`src/rtl/prog_counter_if.sv`:
```
// rtl/prog_counter_if.sv - control and status bundle for the programmable counter
//
// Groups every non-clock, non-reset signal of prog_counter.
//   master : drives en, up_dn, mode, max_val, prescale, load, load_val, out_en;
//            observes count, count_out, count_oe, tc, done
//   slave  : the counter side (directions reversed)
interface prog_counter_if #(
    parameter int WIDTH = 8,
    parameter int PSC_W = 8
);
    logic             en;
    logic             up_dn;
    logic [1:0]       mode;
    logic [WIDTH-1:0] max_val;
    logic [PSC_W-1:0] prescale;
    logic             load;
    logic [WIDTH-1:0] load_val;
    logic             out_en;
    logic [WIDTH-1:0] count;
    logic [WIDTH-1:0] count_out;
    logic [WIDTH-1:0] count_oe;
    logic             tc;
    logic             done;

    modport master (
        output en, up_dn, mode, max_val, prescale, load, load_val, out_en,
        input  count, count_out, count_oe, tc, done
    );

    modport slave (
        input  en, up_dn, mode, max_val, prescale, load, load_val, out_en,
        output count, count_out, count_oe, tc, done
    );
endinterface

```
`src/rtl/prog_counter.sv`:
```
// rtl/prog_counter.sv - prescaled up/down counter with wrap, saturate and one-shot modes
//
// Ports:
//   clk        : sole clock, rising edge
//   rst_n      : asynchronous active-low reset
//   bus.en     : count enable (prescaler and counter hold when low)
//   bus.up_dn  : 1 = increment, 0 = decrement
//   bus.mode   : 00 wrap, 01 saturate, 10 one-shot, 11 wrap
//   bus.max_val: up-direction terminal value / down-direction reload value
//   bus.prescale : counter advances once every prescale+1 enabled cycles
//   bus.load, bus.load_val : synchronous load, highest priority
//   bus.out_en : gates count_out, replicated onto count_oe
//   bus.count  : registered count (ungated)
//   bus.count_out, bus.count_oe : gated count and output-enable vector
//   bus.tc     : one-cycle pulse after any step taken at the terminal
//   bus.done   : sticky one-shot completion flag
module prog_counter #(
    parameter int WIDTH = 8,
    parameter int PSC_W = 8
) (
    input  logic           clk,
    input  logic           rst_n,
    prog_counter_if.slave  bus
);
    localparam logic [WIDTH-1:0] CNT_ONE = WIDTH'(1);
    localparam logic [PSC_W-1:0] PSC_ONE = PSC_W'(1);

    logic [WIDTH-1:0] count_q, count_d;
    logic [PSC_W-1:0] psc_q, psc_d;
    logic             tc_q, tc_d;
    logic             done_q, done_d;

    logic tick;
    logic one_shot;
    logic saturate;
    logic at_term;
    logic step;

    always_comb begin
        tick     = (psc_q == bus.prescale);
        one_shot = (bus.mode == 2'b10);
        saturate = (bus.mode == 2'b01);
        // Up terminal uses >= so a loaded value above max_val terminates on the next step.
        at_term  = bus.up_dn ? (count_q >= bus.max_val) : (count_q == '0);
        // A finished one-shot freezes the counter until load or reset.
        step     = bus.en && tick && !bus.load && !(one_shot && done_q);

        psc_d   = psc_q;
        count_d = count_q;
        tc_d    = 1'b0;
        done_d  = done_q;

        if (bus.load) begin
            psc_d   = '0;
            count_d = bus.load_val;
            done_d  = 1'b0;
        end else begin
            if (bus.en) begin
                psc_d = tick ? '0 : psc_q + PSC_ONE;
            end
            if (step) begin
                tc_d = at_term;
                if (at_term) begin
                    if (!saturate) begin
                        count_d = bus.up_dn ? '0 : bus.max_val;
                    end
                    if (one_shot) begin
                        done_d = 1'b1;
                    end
                end else begin
                    count_d = bus.up_dn ? count_q + CNT_ONE : count_q - CNT_ONE;
                end
            end
        end
    end

    always_ff @(posedge clk or negedge rst_n) begin
        if (!rst_n) begin
            count_q <= '0;
            psc_q   <= '0;
            tc_q    <= 1'b0;
            done_q  <= 1'b0;
        end else begin
            count_q <= count_d;
            psc_q   <= psc_d;
            tc_q    <= tc_d;
            done_q  <= done_d;
        end
    end

    assign bus.count     = count_q;
    assign bus.count_out = bus.out_en ? count_q : '0;
    assign bus.count_oe  = {WIDTH{bus.out_en}};
    assign bus.tc        = tc_q;
    assign bus.done      = done_q;
endmodule

```
`src/flat_wrapper.sv`:
```
// flat-port wrapper written by rule: the top's interface ports become plain ports
module prog_counter_flat 
#(
    parameter int WIDTH = 8,
    parameter int PSC_W = 8
)
  (clk, rst_n, bus_en, bus_up_dn, bus_mode, bus_max_val, bus_prescale, bus_load, bus_load_val, bus_out_en, bus_count, bus_count_out, bus_count_oe, bus_tc, bus_done);
  prog_counter_if #(.WIDTH(WIDTH), .PSC_W(PSC_W)) bus_i ();
  input  logic clk;
  input  logic rst_n;
  input wire logic [$bits(bus_i.en)-1:0] bus_en;
  input wire logic [$bits(bus_i.up_dn)-1:0] bus_up_dn;
  input wire logic [$bits(bus_i.mode)-1:0] bus_mode;
  input wire logic [$bits(bus_i.max_val)-1:0] bus_max_val;
  input wire logic [$bits(bus_i.prescale)-1:0] bus_prescale;
  input wire logic [$bits(bus_i.load)-1:0] bus_load;
  input wire logic [$bits(bus_i.load_val)-1:0] bus_load_val;
  input wire logic [$bits(bus_i.out_en)-1:0] bus_out_en;
  output wire logic [$bits(bus_i.count)-1:0] bus_count;
  output wire logic [$bits(bus_i.count_out)-1:0] bus_count_out;
  output wire logic [$bits(bus_i.count_oe)-1:0] bus_count_oe;
  output wire logic [$bits(bus_i.tc)-1:0] bus_tc;
  output wire logic [$bits(bus_i.done)-1:0] bus_done;
  assign bus_i.en = bus_en;
  assign bus_i.up_dn = bus_up_dn;
  assign bus_i.mode = bus_mode;
  assign bus_i.max_val = bus_max_val;
  assign bus_i.prescale = bus_prescale;
  assign bus_i.load = bus_load;
  assign bus_i.load_val = bus_load_val;
  assign bus_i.out_en = bus_out_en;
  assign bus_count = bus_i.count;
  assign bus_count_out = bus_i.count_out;
  assign bus_count_oe = bus_i.count_oe;
  assign bus_tc = bus_i.tc;
  assign bus_done = bus_i.done;
  prog_counter #(.WIDTH(WIDTH), .PSC_W(PSC_W)) u_core (.clk(clk), .rst_n(rst_n), .bus(bus_i));
endmodule
```
`config.mk`:
```
export PLATFORM = sky130hd
export DESIGN_NAME = prog_counter_flat
export DESIGN_NICKNAME = d
export VERILOG_FILES = /design/src/rtl/prog_counter_if.sv /design/src/rtl/prog_counter.sv /design/src/flat_wrapper.sv
export SDC_FILE = /design/constraint.sdc
export NUM_CORES = 1
export LEC_CHECK = 0
export CAP_MARGIN = 20
export CORE_MARGIN = 2
export CORE_UTILIZATION = 42
export CTS_CLUSTER_DIAMETER = 120
export DETAILED_ROUTE_END_ITERATION = 12
export PLACE_DENSITY = 0.84
export SETUP_SLACK_MARGIN = 0.15
export SLEW_MARGIN = 20
export SYNTH_ARGS = -nofsm -noshare
export SYNTH_HDL_FRONTEND = slang
export SYNTH_SLANG_ARGS = --single-unit
```
`constraint.sdc`:
```
create_clock -name clk -period 2.1 [get_ports clk]
set_input_delay 0.315 -clock clk [delete_from_list [all_inputs] [get_ports clk]]
set_output_delay 0.315 -clock clk [all_outputs]
set_load 0.02 [all_outputs]
```
After elaboration in Yosys (flattened, before gate mapping)
Cells that the tools add are included.
Widths: inputs -> output; s select.
{"block": "word_totals", "register_bits": 18, "out_inout_bits": 26}
{"block": "op_classes", "add_sub_neg": 3, "order_cmp": 1, "eq_ne": 4, "mux": 17, "n_reduce_logical": 13}
{"operator": "$mux 8", "count": 10}
{"operator": "$add 8x1->8 const B", "count": 2}
{"operator": "$eq 8x8->1", "count": 1}
{"operator": "$ge 8x8->1", "count": 1}
{"operator": "$logic_not 8->1", "count": 1}
{"operator": "$reduce_bool 2->1", "count": 4}
{"operator": "$sub 8x1->8 const B", "count": 1}
{"operator": "$mux 1", "count": 7}
{"operator": "$logic_and 1x1->1", "count": 4}
{"operator": "$ne 3x3->1 const B", "count": 1}
{"operator": "$reduce_and 3->1", "count": 1}
{"operator": "$eq 2x1->1 const B", "count": 1}
{"operator": "$eq 2x2->1 const B", "count": 1}
{"operator": "$logic_not 1->1", "count": 2}
{"operator": "$reduce_and 2->1", "count": 1}

Longest topological paths before layout
{"block": "depth", "word_depth": 6, "depth_mapped": 9, "ltp_nobuf": 8}

Worst setup path before layout
OpenSTA, ideal clock, no wires.
{"block": "synth_path", "path_kind": "register -> register", "startpoint": "register u_core.count_q[0] (netlist: u_core.bus.count[0])", "endpoint": "register u_core.count_q[0] (netlist: u_core.bus.count[0])", "t_arrival_ns": 2.106, "required_ns": 1.971, "slack_ns": -0.135, "path_stages_with_launch": 10, "n_path_buf": 1, "synth_period_minus_slack_ns": 2.235, "path_cell_list": "dfrtp_1 > inv_1 > ha_1 > nand2b_1 > nand3_1 > a211o_1 > a21o_2 > buf_4 > a221oi_1 > o31ai_1"}
{"block": "synth_via", "elab_chain_len": 5, "word_cells_on_any_way": 11}
{"item": "start: declaration", "line": "prog_counter.sv:28", "text": "logic [WIDTH-1:0] count_q, count_d;"}
{"item": "start signal: assignment", "line": "prog_counter.sv:84", "text": "count_q <= count_d;"}
{"item": "$sub 8x1->8, or another cell as far along", "line": "prog_counter.sv:71", "text": "count_d = bus.up_dn ? count_q + CNT_ONE : count_q - CNT_ONE;"}
{"item": "$mux 8 / $mux 1 (equally long branches)", "line": "prog_counter.sv:71, prog_counter.sv:44"}
{"item": "$mux 8", "line": "prog_counter.sv:63", "text": "if (at_term) begin"}
{"item": "$mux 8", "line": "prog_counter.sv:61", "text": "if (step) begin"}
{"item": "$mux 8", "line": "prog_counter.sv:53", "text": "if (bus.load) begin"}
Parallel ways exist; a longest one is shown, timed or not. The select of a mux whose other input is x is not followed.
A chain may end at the register's enable or synchronous reset.

Worst setup path in the final report
{"block": "layout_path", "startpoint": "input bus_max_val[3]", "endpoint": "register u_core.count_q[1] (netlist: u_core.bus.count[1])"}
{"block": "layout_via", "elab_chain_len": 5, "word_cells_on_any_way": 7}
{"item": "start: declaration", "line": "flat_wrapper.sv:14", "text": "input wire logic [$bits(bus_i.max_val)-1:0] bus_max_val;"}
{"item": "$ge 8x8->1 *", "line": "prog_counter.sv:44", "text": "at_term = bus.up_dn ? (count_q >= bus.max_val) : (count_q == '0);"}
{"item": "$mux 1 *", "line": "prog_counter.sv:44"}
{"item": "$mux 8", "line": "prog_counter.sv:63"}
{"item": "$mux 8", "line": "prog_counter.sv:61"}
{"item": "$mux 8", "line": "prog_counter.sv:53"}
Every way passes the cells marked *; elsewhere a longest branch is shown, timed or not. The select of a mux whose other input is x is not followed.

==> impl_metrics.csv <==
group,metric,value,unit
status,status,"finished with violations",
status,violations,"setup timing",
pwr,peakVddDrop,524,uV
yosys,ys_types,45,
timing,slew_violations,0,
global_routing,grt_pass1_wl,11100,um
die,die_y,68.7,um
critical_path,r2r_slack,-0.15,ns
yosys,ys_ff_latch,18,
yosys,synth_warnings,0,
routing,dr_total_vias,2226,
timing,finalWorstSetupSlack,-0.151,ns
cts,root_buffer,"clkbuf_8",
place,place.gp.congestion,0.899,
critical_path,endpoint_kind,"register",
critical_path,startpoint_type,"input pin",
cts,tritoncts,"done",
yosys,syn_avg_cell_area,8.83,um^2
flow_run,maxCapViolations,0,
global_routing,grt.total_usage,33.0,%
die,die-area,4720,um^2
yosys,synthCells,199,
yosys,synth_nets,247,
cts,numCtsBuffers,3,
routing,antenna_left,0,
finish,drive_above_1_share,45.4,%
finish,nets,364,
critical_path,arrival,2.39,ns
cts,cts_sinks,18,
die,core,4000,um^2
cts,holdBufCountCts,0,
global_routing,antenna_found_initial,0,
critical_path,path_class,"in2reg",
global_routing,grt_max_degree,19,
die,num_io_pins,58,
die,num_rows,23,
critical_path,reg2reg_from,"u_core.bus.count[0]",
timing,setup-tns-final,-0.702,ns
routing,wire_per_inst,22.4,um
routing,dr.pass1.iters,5,
die,floorplan.initialDensity,43.9,%
yosys,synth-edff-count,0,
place,numPortBuffers,57,
yosys,synth-main-ff-cell,"dfrtp_1",
timing,rsz0062_at_grt,"true",
critical_path,cp_max_fo,5,
timing,period_needed,2.25,ns
die,die_w,68.7,um
finish,final_common_cell,"buf_4",
timing,timing.fmax,0.444,GHz
timing,setup_violations,9,
global_routing,grt.overflow.total,0,
pwr,p_per_area,630,nW/um^2
routing,routed_via_density,6.10,
timing,worst_hold_slack,0.380,ns
pwr,leakage,1.41,nW
routing,drc,0,
finish,final_util,82.8,%
critical_path,endpoint,"u_core.bus.count[1]",
critical_path,required,2.24,ns
timing,worst_slew_pin_slew,0.569,ns
cts,clock_latency,0.27,ns
cts,cts_htree_levels,1,
place,place_hpwl,4420,um
finish,final_cell_mix,"60 x buf_4, 41 x clkdlybuf4s50_1, 22 x nor2_1",
critical_path,worstReg2RegEnd,"u_core.bus.count[1]",
routing,drt-initial-drc-count,200,
timing,hold_violations,0,
critical_path,reg2regPathDepth,8,
pwr,totalPowerFinal,2.09,mW
critical_path,cp-startpoint,"bus_max_val[3]",
timing,fin_skew,0.00426,ns
cts,cts_buffer_depth,2,
timing,relSlewSlack,62.0,%
yosys,synth_async_sr_flop_share,100,%
routing,routed_wl,8170,um
cts,clk_pin_slew,0.07,ns
yosys,ys_seq_area_share,25.6,%
finish,diodes,0,
yosys,syn_area,1760,um^2
finish,area_growth,88.5,%
min_path,min_path_type,"in2async",
global_routing,grt_pass1_vias,2234,
timing,period_share,107,%
-- cell type report --
| cell class | count | area [um^2] |
|---|---|---|
| tap | 50 | 62.6 |
| timing repair buffer | 123 | 1070 |
| fill | 198 | 688 |
| clock buffer | 4 | 55.1 |
| sequential | 18 | 460 |
| inverter | 13 | 52.6 |
| multi-input combinational | 157 | 1610 |
-- what timing repair did --
action	in CTS	in global routing
pin swaps	27	12
setup endpoints to repair	18	10
buffers inserted	11	9
hold endpoints to repair	0	0
resized for setup	55	19
cloned	1	0
-- worst min path at each step --
stage | slack, ns | cells past startpoint | endpoint
2_1_floorplan | 0.02 | 0 | u_core.bus.count[0]
3_3_place_gp | 0.55 | 2 | u_core.psc_q[7]
3_5_place_dp | 0.57 | 2 | u_core.psc_q[7]
4_1_cts | 0.39 | 2 | u_core.psc_q[6]
5_1_grt | 0.41 | 2 | u_core.psc_q[6]
6_report | 0.38 | 2 | u_core.psc_q[6]
-- state kept, by name, summed over array words and instances, names as in the netlist --
signal	flops
u_core.bus.done	1
u_core.bus.tc	1
u_core.bus.count	8
u_core.psc_q	8
-- Yosys cell counts (3+ instances only) --
master	count	area [um^2]
o21ai_0	3	15.0
and2_1	8	50.1
a21o_1	3	22.5
a21oi_2	3	26.3
xor2_1	11	96.3
nand2_1	10	37.5
o31ai_1	5	37.5
xnor2_1	7	61.3
clkbuf_1	3	11.3
a221oi_1	5	43.8
dfrtp_1	18	450
nor3_1	3	15.0
nor2_1	23	86.3
inv_1	13	48.8
a21oi_1	12	60.1
a211oi_1	3	22.5
ha_1	15	188
buf_4	9	67.6
o211ai_1	6	45.0
nand3_1	6	30.0
-- through the flow --
step	std cells	area [um^2]	worst slack, ns
finish	365	3310	-0.151
global route	365	3310	-0.182
CTS	356	3140	-0.0244
detailed placement	340	2780	-0.591
global placement	340	2780	-0.474
floorplan	199	1870	0.0448
-- per-layer routing --
| metal | track usage (%) | vias to the layer above | wire length (um) |
|---|---|---|---|
| met4 | 24.5 | 0 | 540 |
| met5 | 0 | - | 0 |
| li1 | - | 954 | - |
| met1 | 34.5 | 1031 | 3000 |
| met3 | 7.31 | 61 | 760 |
| met2 | 57.3 | 180 | 3870 |
-- critical path, cell delays in order --
cell,delay [ns]
clkdlybuf4s50_1,0.46
inv_1,0.07
ha_2,0.32
o21ai_1,0.10
a211o_4,0.33
a21o_4,0.29
a221oi_4,0.38
o31ai_2,0.12
-- where the power goes --
group	total (mW)	internal (mW)	switching (mW)	leakage, nW
sequential	0.472	0.384	0.0874	0.226
clock	0.296	0.167	0.129	0.0288
combinational	1.32	0.687	0.632	1.15
-- cells by family after synthesis --
family	Yosys count	share of synthesized area, %
adder cells (fa/ha/maj)	16	11.8
buffers and inverters	25	7.26
multiplexers	1	0.641
AND/OR/NAND/NOR	63	18.6
AO/OA/AOI/OAI	58	27.1
XOR/XNOR	18	8.97
flip-flops	18	25.6
(Power assumes the default switching activity.)
